File: src/rtl/vad_decision.sv
// Smooths per-frame speech/noise MAC results into a voice-activity flag via an onset/hangover FSM.
// Results are registered one clock after the rising edge of mac_done; there is no backpressure.
module vad_decision #(
  parameter int ONSET_FRAMES = 2,
  parameter int HANG_FRAMES  = 8
) (
  input  logic        clk,
  input  logic        rst_n,
  input  logic [1:0]  mac_out,
  input  logic        mac_done,
  output logic        vad_flag,
  output logic        vad_valid,
  output logic [1:0]  vad_state,
  output logic        speech_start,
  output logic        speech_end,
  output logic [15:0] frame_cnt
);

  typedef enum logic [1:0] {
    SILENCE  = 2'b00,
    ONSET    = 2'b01,
    SPEECH   = 2'b10,
    HANGOVER = 2'b11
  } state_t;

  localparam logic [3:0] ONSET_LIM = 4'(ONSET_FRAMES);
  localparam logic [7:0] HANG_INIT = (HANG_FRAMES > 0) ? 8'(HANG_FRAMES - 1) : 8'd0;

  state_t      state_q, state_d;
  logic [3:0]  onset_q, onset_d;
  logic [7:0]  hang_q, hang_d;
  logic        last_raw_q, last_raw_d;
  logic        done_q;
  logic        flag_q;
  logic        valid_q;
  logic        start_q, start_d;
  logic        end_q, end_d;
  logic [15:0] fcnt_q;
  logic        frame_ev;
  logic        raw;

  assign frame_ev = mac_done & ~done_q;
  // A tie (00/11) inherits the previous frame's class.
  assign raw = (mac_out == 2'b10) ? 1'b1 : (mac_out == 2'b01) ? 1'b0 : last_raw_q;

  always_comb begin
    state_d    = state_q;
    onset_d    = onset_q;
    hang_d     = hang_q;
    last_raw_d = last_raw_q;
    start_d    = 1'b0;
    end_d      = 1'b0;
    if (frame_ev) begin
      last_raw_d = raw;
      unique case (state_q)
        SILENCE: begin
          if (raw) begin
            if (ONSET_FRAMES == 1) begin
              state_d = SPEECH;
              start_d = 1'b1;
            end else begin
              state_d = ONSET;
              onset_d = 4'd1;
            end
          end
        end
        ONSET: begin
          if (raw) begin
            if (onset_q + 4'd1 == ONSET_LIM) begin
              state_d = SPEECH;
              onset_d = 4'd0;
              start_d = 1'b1;
            end else begin
              onset_d = onset_q + 4'd1;
            end
          end else begin
            state_d = SILENCE;
            onset_d = 4'd0;
          end
        end
        SPEECH: begin
          if (!raw) begin
            if (HANG_FRAMES == 0) begin
              state_d = SILENCE;
              end_d   = 1'b1;
            end else begin
              state_d = HANGOVER;
              hang_d  = HANG_INIT;
            end
          end
        end
        HANGOVER: begin
          if (raw) begin
            state_d = SPEECH;
          end else if (hang_q == 8'd0) begin
            state_d = SILENCE;
            end_d   = 1'b1;
          end else begin
            hang_d = hang_q - 8'd1;
          end
        end
        default: state_d = SILENCE;
      endcase
    end
  end

  always_ff @(posedge clk or negedge rst_n) begin
    if (!rst_n) begin
      state_q    <= SILENCE;
      onset_q    <= 4'd0;
      hang_q     <= 8'd0;
      last_raw_q <= 1'b0;
      done_q     <= 1'b0;
      flag_q     <= 1'b0;
      valid_q    <= 1'b0;
      start_q    <= 1'b0;
      end_q      <= 1'b0;
      fcnt_q     <= 16'd0;
    end else begin
      done_q     <= mac_done;
      state_q    <= state_d;
      onset_q    <= onset_d;
      hang_q     <= hang_d;
      last_raw_q <= last_raw_d;
      valid_q    <= frame_ev;
      start_q    <= start_d;
      end_q      <= end_d;
      if (frame_ev) begin
        flag_q <= (state_d == SPEECH) || (state_d == HANGOVER);
        fcnt_q <= fcnt_q + 16'd1;
      end
    end
  end

  assign vad_flag     = flag_q;
  assign vad_valid    = valid_q;
  assign vad_state    = state_q;
  assign speech_start = start_q;
  assign speech_end   = end_q;
  assign frame_cnt    = fcnt_q;

endmodule

File: config.mk
export PLATFORM = sky130hd
export DESIGN_NAME = vad_decision
export DESIGN_NICKNAME = d
export VERILOG_FILES = /design/src/rtl/vad_decision.sv
export SDC_FILE = /design/constraint.sdc
export NUM_CORES = 1
export LEC_CHECK = 0
export CAP_MARGIN = 20
export CORE_ASPECT_RATIO = 1.1
export CORE_MARGIN = 2
export CORE_UTILIZATION = 53
export CTS_CLUSTER_DIAMETER = 120
export DETAILED_ROUTE_END_ITERATION = 8
export PLACE_DENSITY = 0.85
export SYNTH_ARGS = -nofsm -noshare
export SYNTH_HDL_FRONTEND = slang
export SYNTH_SLANG_ARGS = --single-unit
File: constraint.sdc
create_clock -name clk -period 2.6 [get_ports clk]
set_input_delay 0.78 -clock clk [delete_from_list [all_inputs] [get_ports clk]]
set_output_delay 0.78 -clock clk [all_outputs]
set_load 0.02 [all_outputs]
After elaboration in Yosys (flattened, before gate mapping)
Index checks and enable logic that the tools add are counted.

storage, ports and cells
  latch bits = 0
  bits of input ports = 5
  memories = 0
  output and inout bits = 22
  ROM bits = 0
  bits in writable memories = 0
  logic and storage cells = 60
  register bits after elaboration = 36

cells by class
  add/sub/neg operators = 3
  shift operators = 0
  bitwise operators = 2
  equal/unequal tests = 12
  multiplexer cells = 26
  div/mod/pow operators = 0
  $lt $le $gt $ge = 0
  reduce and logical (&&, ||, !) cells = 7
  multiply operators = 0

operators by type and width
  cell                                              count
  two-way mux 8 bit                                 3
  adder 16 x 1 -> 16 bit, second input constant     1
  case mux 8 bit (2 select lines)                   1
  two-way mux 2 bit                                 7
  two-way mux 4 bit                                 3
  == test 2 bit, second input constant              5
  two-way mux 1 bit                                 10
  logical NOT 8 bit                                 1
  inequality test 2 bit, second input constant      4
  case mux 2 bit (4 select lines)                   1
  case mux 4 bit (2 select lines)                   1
  subtractor 8 x 1 -> 8 bit, second input constant  1
  AND reduction 5 bit                               1
  adder 4 x 1 -> 4 bit, second input constant       1
  == test 2 x 1 -> 1 bit, second input constant     2
  == test 4 x 2 -> 1 bit, second input constant     1
  nonzero test 2 bit                                2
  AND reduction 3 bit                               1
  logical NOT 2 bit                                 1
  bitwise AND 1 bit                                 1
  logical OR 1 bit                                  1
  NOT 1 bit                                         1

Longest topological paths before layout
Gate-level depths: netlist of run 1.

  depth after elaboration = 8
  depth in mapped cells = 7
  gate-level depth less buffers = 6

Worst setup path before layout of run 1
No wires, ideal clock.

  path kind = input -> register
  start = input mac_out[1]
  end = register hang_q[3]
  stages on the path = 4
  data required time = 2.533 ns
  path slack = 0.538 ns
  path buffers = 0
  arrival = 1.995 ns
  library setup time = 0.067 ns
  cells stage by stage = o21bai_1 > o211ai_1 > or4b_2 > nand2_1

on the way
  longest elaborated chain between the ends = 5
  elaborated cells between the ends (all ways) = 7
  those cells by class = 4 x eq/ne; 2 x mux; 1 x reduce/logical

RTL lines
  element                          RTL line  source
  start: declaration               9         input logic [1:0] mac_out,
  == test 2 x 1 -> 1 bit           44        assign raw = (mac_out == 2'b10) ? 1'b1 : (mac_out == 2'b01) ? 1'b0 : last_raw_q;
  two-way mux 1 bit                44
  two-way mux 1 bit *              44
  inequality test 2 bit (no line)  n/a
  AND reduction 5 bit (no line) *  n/a
  end signal: assignment           123       hang_q <= hang_d;
  end: declaration                 31        logic [7:0] hang_q, hang_d;

Mark *: on every way between the ends. The rest lies on a longest branch, timed or not.
A chain may end at the register's enable or synchronous reset.

Worst setup path after layout of run 1
  start = register state_q[1], in the netlist vad_state[1]
  end = output vad_state[1]

RTL lines
  element                   RTL line  source
  start: declaration        29        state_t state_q, state_d;
  start signal: assignment  121       state_q <= state_d;
  end: declaration          13        output logic [1:0] vad_state,

No word-level cell between the ends.

==> impl_metrics.py, run 1 <==
metrics = {
    "sta": {
        "finalSetupViolations": 0,
        "finalHoldViolations": 0,
        "period_needed_ns": 2.38,
        "clock.fmax_ghz": 0.420,
        "final.hold.worst_slack_ns": 0.481,
        "worst_pin_slew_ns": 0.444,
        "finalCritPeriodShare_pct": 91.6,
        "max_slew_violation_count": 0,
        "slew_headroom_pct": 70.4,
        "rsz0062_at_grt": "false",
        "clock_skew_ns": 0.00884,
        "finalSetupTns_ns": 0,
    },
    "clock_tree": {
        "cts_root_buf": "sky130_fd_sc_hd__clkbuf_4",
        "max-clock-path-buffers": 2,
        "cts-htree-levels": 2,
        "hold_buf_count_cts": 0,
        "tritoncts_clock_tree": "yes",
        "path_clk_slew_ns": 0.11,
        "cts_buffers": 5,
        "insertion_delay_ns": 0.35,
        "numClockSinks": 36,
        "cts-resized-gates": 0,
        "cts_post_setup_buffers_inserted": 0,
    },
    "layout": {
        "diodes_inserted": 0,
        "layout-drive-gt1-share_pct": 12.1,
        "layout-area-overhead-vs-synth_pct": 23.2,
        "fin_nets": 223,
    },
    "route": {
        "drc": 0,
        "vias_per_cell": 6.00,
        "detailroute.via_count": 1500,
        "postRouteWirelength_um": 4030,
        "ant_nets": 0,
        "avgRoutedWirePerCell_um": 16.1,
        "drt-pass1-iter-count": 4,
        "drtIter0Drc": 82,
    },
    "power": {
        "worst_ir_drop_on_vdd_mv": 0.364,
        "p_leak_uw": 0.000986,
        "pwr_density_cell_mw_per_mm2": 854,
    },
    "floorplan": {
        "num_rows": 22,
        "die_height_um": 65.5,
        "die_w_um": 59.9,
        "fp.dieArea_mm2": 0.00393,
        "io_pins": 27,
        "start_util_pct": 55.2,
        "design.core.area_mm2": 0.00330,
    },
    "grt": {
        "grt-ovfl-total": 0,
        "overall_routing_resource_usage_pct": 23.5,
        "maximum_number_of_pins_on_one_net_before_global_route_repair": 37,
        "grt_pass1_wl_um": 6960,
        "via_count_of_the_first_global_routing_pass": 1602,
        "grt_antenna_before_repair": 0,
    },
    "synth": {
        "synthTopCellsByArea": "sky130_fd_sc_hd__dfrtp_1, sky130_fd_sc_hd__xnor2_1, sky130_fd_sc_hd__nand2_1",
        "synth.cells.most_frequent": "sky130_fd_sc_hd__dfrtp_1, sky130_fd_sc_hd__nand2_1, sky130_fd_sc_hd__nand3_1",
        "synth_area_mm2": 0.00182,
        "largest_family_of_logic_cells_by_synthesized_area": "simple AND/OR/NAND/NOR gates",
        "parity_gate_share_of_the_synthesized_area_counting_xor_and_xnor_cells_pct": 7.20,
        "synth.top_cell.area_share_pct": 49.4,
        "post_synth.cell_area_avg_um2": 10.4,
        "syn-num-nets": 186,
        "synth_enable_flop_cells": 0,
        "share_of_cell_area_taken_by_muxes_after_synthesis_pct": 3.29,
        "synth_most_common_cell": "sky130_fd_sc_hd__dfrtp_1",
        "synth_cell_types": 44,
        "synth-seq-cells": 36,
        "dominantRegCellSynth": "sky130_fd_sc_hd__dfrtp_1",
        "postSynth.asyncResetShare_pct": 100,
        "cell_accounting_for_the_most_synthesized_area": "sky130_fd_sc_hd__dfrtp_1",
        "synth-compound-area-share_pct": 10.7,
        "synth-adder-area-share_pct": 3.43,
        "synth_simple_gate_area_share_pct": 22.5,
        "synth_warnings": 0,
        "yosysSeqAreaShare_pct": 49.4,
        "netlist_instances": 176,
    },
    "outcome": {
        "status": "finished, final reports clean",
    },
    "critical_path": {
        "startpoint_type": "flip-flop",
        "cp_max_fo": 11,
        "data_arrival_at_the_endpoint_of_the_critical_path_ns": 1.60,
        "worst-setup-path-type": "reg -> out",
        "critical_path.endpoint_type": "output pin",
        "r2r_slack_ns": 0.45,
        "crit_family": "buffers and inverters",
        "critPathSlowestCell": "sky130_fd_sc_hd__clkdlybuf4s50_1",
        "crit_chain": "clkdlybuf4s50_1",
        "max_stage_delay_ns": 0.68,
        "critical_path_required_ns": 1.82,
        "cp.buffers_inverters": 1,
    },
    "placement": {
        "globalplace.congestion": 0.880,
        "detailed_place_hpwl_um": 2950,
        "placement.io_buffers": 26,
    },
    "job": {
        "max_cap_viol_count": 0,
    },
    "worst_hold_path": {
        "hold_class": "reg -> reg",
    },
}
-- metrics by stage --
stage	utilization (%)	total power [uW]	instances	cell area, um^2	worst slack (ns)
floorplan	-	1250	176	1820	0.538
CTS	68.0	1920	250	2250	0.222
global placement	65.6	1470	242	2170	0.192
global route	68.0	2050	250	2250	0.148
detailed placement	65.6	1520	242	2170	0.161
finish	68.0	1920	250	2250	0.218
-- cell usage in the layout (no fill, tap or decap), drive strengths merged, types with 4 or more instances in the layout --
cell / n
inv: 8
nand2: 19
xor2: 4
nand3: 14
nor4: 4
dfrtp: 36
nor2: 6
xnor2: 11
clkdlybuf4s50: 26
buf: 9
nor3: 6
ha: 5
clkbuf: 5
o21ai: 8
nand4: 6
-- per-layer routing --
layer	part of all wire, %	track usage (%)	wire length [um]
met1	43	27.6	1740
met2	51	38.9	2050
met3	4.1	5.91	165
met4	1.7	12.2	67
met5	0	0	0
-- sequential cells by signal (all words and copies together) (netlist names) --
name          cells
done_q            1
frame_cnt        16
hang_q            8
last_raw_q        1
onset_q           4
speech_end        1
speech_start      1
vad_flag          1
vad_state         2
vad_valid         1
-- cell families after synthesis --
group / Yosys count
AND/OR/NAND/NOR: 75
XOR/XNOR: 15
AO/OA/AOI/OAI: 26
adder cells (fa/ha/maj): 5
buffers and inverters: 14
flip-flops: 36
multiplexers: 5
-- cell type report --
class | count | area [um^2]
Sequential cell | 36 | 901
Inverter | 9 | 33.8
Multi-Input combinational cell | 126 | 860
Timing Repair Buffer | 35 | 328
Clock buffer | 5 | 37.5
Fill cell | 255 | 1060
Clock inverter | 3 | 42.5
Tap cell | 36 | 45.0
-- where the power goes --
group | total (uW) | switching [uW] | internal (uW) | leakage [uW]
clock | 397 | 196 | 200 | 0.0000412
combinational | 631 | 329 | 302 | 0.000482
sequential | 891 | 202 | 689 | 0.000463
total | 1920 | 728 | 1190 | 0.000986
-- worst paths after layout --
check	startpoint	endpoint	depth (start not counted)
min	frame_cnt[15]	frame_cnt[15]	1
max in group asynchronous	rst_n	hang_q[2]	2
min reg2reg	frame_cnt[15]	frame_cnt[15]	1
max reg2reg	hang_q[0]	hang_q[1]	6
max	vad_state[1]	vad_state[1]	1
min in group asynchronous	rst_n	onset_q[2]	2
(Power assumes the default switching activity.)
==> run 2: changes to the inputs <==
--- a/config.mk
+++ b/config.mk
@@ -5,13 +5,13 @@
 export SDC_FILE = /design/constraint.sdc
 export NUM_CORES = 1
 export LEC_CHECK = 0
-export CAP_MARGIN = 20
 export CORE_ASPECT_RATIO = 1.1
-export CORE_MARGIN = 2
+export CORE_MARGIN = 1
 export CORE_UTILIZATION = 53
 export CTS_CLUSTER_DIAMETER = 120
 export DETAILED_ROUTE_END_ITERATION = 8
 export PLACE_DENSITY = 0.85
+export SKIP_CTS_REPAIR_TIMING = 1
 export SYNTH_ARGS = -nofsm -noshare
 export SYNTH_HDL_FRONTEND = slang
 export SYNTH_SLANG_ARGS = --single-unit
==> run 2 against run 1 <==
The run now ends with design-rule violations left. Flip-flop and latch count unchanged. Final cell count is 0.80% lower. Highest routed layer unchanged. Die area is 6.3% lower. Largest power group unchanged. Combinational power shrank 2%. Core utilization increased by 2.4 points. Hold slack improved by 0.023 ns. Power down 6.5%. Count of clock-buffer cells in the layout did not move. Maximum frequency shrank 0.94%. Design area is 1.2% lower. Global-route usage decreased by 0.68 points. Critical path type unchanged. First-iteration DRC count up 1.2%.
==> impl_metrics.py, run 2 (same netlist as run 1, synthesis figures left out) <==
metrics = {
    "sta": {
        "finalHoldViolations": 0,
        "worst_pin_slew_ns": 0.450,
        "rsz0062_at_grt": "false",
        "finalSetupTns_ns": 0,
        "period_needed_ns": 2.40,
        "clock_skew_ns": 0.0101,
        "clock.fmax_ghz": 0.416,
        "max_slew_violation_count": 0,
        "finalCritPeriodShare_pct": 92.5,
        "slew_headroom_pct": 70.0,
        "finalSetupViolations": 0,
    },
    "layout": {
        "fill_cells": 234,
        "layoutNonFillerInstCount": 248,
        "fin_nets": 223,
        "layout-area-overhead-vs-synth_pct": 21.7,
        "largest_reg_flops": 16,
        "layout_common_cells": "sky130_fd_sc_hd__dfrtp_1, sky130_fd_sc_hd__clkdlybuf4s50_1, sky130_fd_sc_hd__nand2_1",
        "diodes_inserted": 0,
        "layout-drive-gt1-share_pct": 12.1,
        "most_common_cell_after_layout_fill_and_taps_aside": "sky130_fd_sc_hd__dfrtp_1",
        "layout.cell_area.non_filler_mm2": 0.00222,
    },
    "floorplan": {
        "design.core.area_mm2": 0.00315,
        "num_rows": 21,
        "die_w_um": 57.9,
        "fp.dieArea_mm2": 0.00368,
        "die_height_um": 63.5,
        "start_util_pct": 57.9,
        "io_pins": 27,
    },
    "worst_hold_path": {
        "hold_class": "reg -> reg",
    },
    "critical_path": {
        "critical_path_required_ns": 1.82,
        "cp_max_fo": 11,
        "critical_path.endpoint_type": "output pin",
        "crit_chain": "clkdlybuf4s50_1",
        "data_arrival_at_the_endpoint_of_the_critical_path_ns": 1.62,
        "startpoint_type": "flip-flop",
        "cp.buffers_inverters": 1,
        "critPathSlowestCell": "sky130_fd_sc_hd__clkdlybuf4s50_1",
        "max_stage_delay_ns": 0.69,
        "worst-setup-path-type": "reg -> out",
        "crit_family": "buffers and inverters",
    },
    "route": {
        "avgRoutedWirePerCell_um": 14.6,
        "drtIter0Drc": 83,
        "drc": 2,
        "detailroute.via_count": 1457,
        "vias_per_cell": 5.88,
        "postRouteWirelength_um": 3630,
        "ant_nets": 0,
        "drt-pass1-iter-count": 8,
    },
    "grt": {
        "via_count_of_the_first_global_routing_pass": 1371,
        "overall_routing_resource_usage_pct": 22.9,
        "grt_antenna_before_repair": 0,
        "grt-ovfl-total": 0,
        "grt_pass1_wl_um": 6390,
        "maximum_number_of_pins_on_one_net_before_global_route_repair": 37,
    },
    "clock_tree": {
        "tritoncts_clock_tree": "yes",
        "path_clk_slew_ns": 0.11,
        "cts-htree-levels": 2,
        "cts_root_buf": "sky130_fd_sc_hd__clkbuf_4",
        "cts_buffers": 5,
        "max-clock-path-buffers": 2,
        "insertion_delay_ns": 0.34,
        "numClockSinks": 36,
    },
    "placement": {
        "detailed_place_hpwl_um": 2640,
        "globalplace.congestion": 0.882,
        "placement.io_buffers": 26,
        "placedCellCount": 240,
        "post_dp_cell_area_mm2": 0.00216,
    },
    "power": {
        "worst_ir_drop_on_vdd_mv": 0.432,
        "pwr_density_cell_mw_per_mm2": 808,
        "p_leak_uw": 0.000980,
    },
    "job": {
        "max_cap_viol_count": 0,
    },
    "outcome": {
        "failing_checks": "design-rule violations",
        "status": "complete, but fails checks",
    },
}
==> run 2: layout make-up <==
type                       instances  area (um^2)  share of cell area (%)
timing repair buffer              35          328                    14.8
tap                               34         42.5                    1.92
clock inverter                     3         18.8                   0.845
multi-input combinational        126          860                    38.7
sequential                        36          901                    40.6
inverter                           9         33.8                    1.52
clock buffer                       5         37.5                    1.69
==> run 2: metal layers <==
metal / routed length, um / global-route usage (%) / vias up
met1: 1620 / 30.2 / 689
met4: 44 / 8.04 / 0
met5: 0 / 0 / -
met2: 1760 / 35.5 / 51
met3: 207 / 6.78 / 6
li1: - / - / 711
==> run 2: path summary, 6_finish.rpt <==
path	start	endpoint	slack (ns)	depth (start not counted)
worst max-delay path	vad_state[1]	vad_state[1]	0.20	1
worst min-delay path	frame_cnt[15]	frame_cnt[15]	0.50	1
worst max register to register	hang_q[0]	hang_q[1]	0.50	6
worst min register to register	frame_cnt[15]	frame_cnt[15]	0.50	1
max in group asynchronous	rst_n	hang_q[4]	1.43	2
min in group asynchronous	rst_n	onset_q[1]	0.84	2
==> run 2: power by group <==
part	switching (uW)	leakage (uW)	internal, uW	total (uW)
combinational	318	0.000482	301	619
clock	191	0.0000349	104	294
sequential	192	0.000463	689	881
total	701	0.000980	1090	1790
==> run 2: stage by stage <==
step	hold WS, ns	setup slack (ns)	utilization [%]	power (uW)
final	0.504	0.195	70.4	1790
after global routing	0.531	0.138	70.4	1910
after CTS	0.509	0.201	70.4	1810
after detailed placement	0.490	0.162	68.7	1500
after global placement	0.463	0.209	68.7	1470
after floorplan	0.461	0.538	-	1250
==> run 3: changes to the inputs <==
--- a/config.mk
+++ b/config.mk
@@ -7,11 +7,11 @@
 export LEC_CHECK = 0
 export CORE_ASPECT_RATIO = 1.1
 export CORE_MARGIN = 1
-export CORE_UTILIZATION = 53
+export CORE_UTILIZATION = 51
 export CTS_CLUSTER_DIAMETER = 120
 export DETAILED_ROUTE_END_ITERATION = 8
-export PLACE_DENSITY = 0.85
-export SKIP_CTS_REPAIR_TIMING = 1
+export GPL_ROUTABILITY_DRIVEN = 0
+export PLACE_DENSITY = 0.83
 export SYNTH_ARGS = -nofsm -noshare
 export SYNTH_HDL_FRONTEND = slang
 export SYNTH_SLANG_ARGS = --single-unit
==> run 3 against run 2 <==
The run now ends clean. Register-to-register slack about the same. Sequential power increased by 0.6%. Via count increased by 3.2%. Non-clock buffer count decreased by 1. Count of clock-buffer cells in the layout increased by 1. Clock skew decreased by 0.0018 ns. Maximum frequency increased by 1.2%. Sequential share of layout area decreased by 0.54 points. Critical endpoint unchanged. Largest cell class unchanged.
==> impl_metrics.py, run 3 (same netlist as run 1, synthesis figures left out) <==
metrics = {
    "critical_path": {
        "crit_chain": "clkdlybuf4s50_1",
        "critPathSlowestCell": "sky130_fd_sc_hd__clkdlybuf4s50_1",
        "cp_max_fo": 11,
        "max_stage_delay_ns": 0.68,
        "critical_path_required_ns": 1.82,
        "startpoint_type": "flip-flop",
        "worst-setup-path-type": "reg -> out",
        "crit_family": "buffers and inverters",
        "cp.buffers_inverters": 1,
        "data_arrival_at_the_endpoint_of_the_critical_path_ns": 1.60,
        "critical_path.endpoint_type": "output pin",
    },
    "floorplan": {
        "design.core.area_mm2": 0.00339,
        "num_rows": 22,
        "start_util_pct": 53.9,
        "io_pins": 27,
        "die_w_um": 59.0,
        "fp.dieArea_mm2": 0.00382,
        "die_height_um": 64.7,
    },
    "grt": {
        "maximum_number_of_pins_on_one_net_before_global_route_repair": 37,
        "gr-max-usage-layer": "met2",
        "grt_pass1_wl_um": 6580,
        "grt.met3_usage_pct": 5.99,
        "met1_usage_in_global_routing_pct": 28.4,
        "grt-ovfl-total": 0,
        "overall_routing_resource_usage_pct": 23.1,
        "via_count_of_the_first_global_routing_pass": 1405,
        "grt_antenna_before_repair": 0,
        "met2_usage_pct": 38.5,
    },
    "sta": {
        "finalHoldViolations": 0,
        "max_slew_violation_count": 0,
        "slew_headroom_pct": 70.5,
        "finalCritPeriodShare_pct": 91.4,
        "clock_skew_ns": 0.00822,
        "rsz0062_at_grt": "false",
        "worst_pin_slew_ns": 0.442,
        "period_needed_ns": 2.38,
        "worst_slack_ns": 0.223,
        "finalSetupTns_ns": 0,
        "clock.fmax_ghz": 0.421,
        "finalSetupViolations": 0,
    },
    "clock_tree": {
        "path_clk_slew_ns": 0.10,
        "cts-resized-gates": 0,
        "cts_buffers": 5,
        "cts_root_buf": "sky130_fd_sc_hd__clkbuf_4",
        "hold_buf_count_cts": 0,
        "cts_post_setup_buffers_inserted": 0,
        "tritoncts_clock_tree": "yes",
        "numClockSinks": 36,
        "cts-htree-levels": 2,
        "max-clock-path-buffers": 2,
        "insertion_delay_ns": 0.35,
    },
    "placement": {
        "detailed_place_hpwl_um": 2980,
        "place_ws_ns": 0.167,
        "placement.io_buffers": 26,
        "placedCellCount": 253,
    },
    "route": {
        "vias_per_cell": 5.76,
        "drc": 0,
        "drt-pass1-iter-count": 4,
        "detailroute.via_count": 1504,
        "postRouteWirelength_um": 3910,
        "drtIter0Drc": 78,
        "avgRoutedWirePerCell_um": 15.0,
        "ant_nets": 0,
    },
    "job": {
        "max_cap_viol_count": 0,
    },
    "layout": {
        "fin_nets": 222,
        "final_core_utilization_pct": 66.5,
        "layoutNonFillerInstCount": 261,
        "largest_reg_flops": 16,
        "layout-area-overhead-vs-synth_pct": 23.4,
        "layout-drive-gt1-share_pct": 11.3,
        "most_common_cell_after_layout_fill_and_taps_aside": "sky130_fd_sc_hd__dfrtp_1",
        "diodes_inserted": 0,
        "layout_common_cells": "sky130_fd_sc_hd__dfrtp_1, sky130_fd_sc_hd__clkdlybuf4s50_1, sky130_fd_sc_hd__nand2_1",
    },
    "outcome": {
        "status": "finished, final reports clean",
    },
    "power": {
        "worst_ir_drop_on_vdd_mv": 0.443,
        "p_leak_uw": 0.000983,
        "pwr_density_cell_mw_per_mm2": 841,
    },
    "worst_hold_path": {
        "hold_class": "reg -> reg",
    },
}
-- run 3: final timing paths --
kind	startpoint	end	slack, ns	cells past startpoint
max	vad_state[1]	vad_state[1]	0.22	1
max in group asynchronous	rst_n	hang_q[5]	1.44	2
min	frame_cnt[15]	frame_cnt[15]	0.49	1
max reg2reg	hang_q[0]	hang_q[1]	0.49	6
min reg2reg	frame_cnt[15]	frame_cnt[15]	0.49	1
min in group asynchronous	rst_n	frame_cnt[15]	0.84	2
-- run 3: metrics by stage --
step / power (uW) / cell area (um^2) / hold slack (ns)
after floorplan: 1250 / 1820 / 0.461
after global placement: 1480 / 2170 / 0.463
after detailed placement: 1520 / 2170 / 0.474
after CTS: 1900 / 2250 / 0.493
after global routing: 2010 / 2250 / 0.508
final: 1890 / 2250 / 0.485
-- run 3: power breakdown --
part           total (uW)  switching [uW]  internal (uW)
Clock                 388             186            202
Sequential            886             196            689
Combinational         620             320            300
Total                1890             703           1190
-- run 3: layout make-up --
type	instances	area [um^2]
clock inverter	2	35.0
clock buffer	6	41.3
inverter	9	33.8
sequential	36	901
fill	274	1130
timing repair buffer	34	320
multi-input combinational	126	860
tap	48	60.1
-- run 3: layer usage --
layer / vias to the layer above / wire length (um)
met3: 11 / 247
met4: 0 / 76
li1: 710 / -
met5: - / 0
met2: 68 / 1950
met1: 715 / 1640
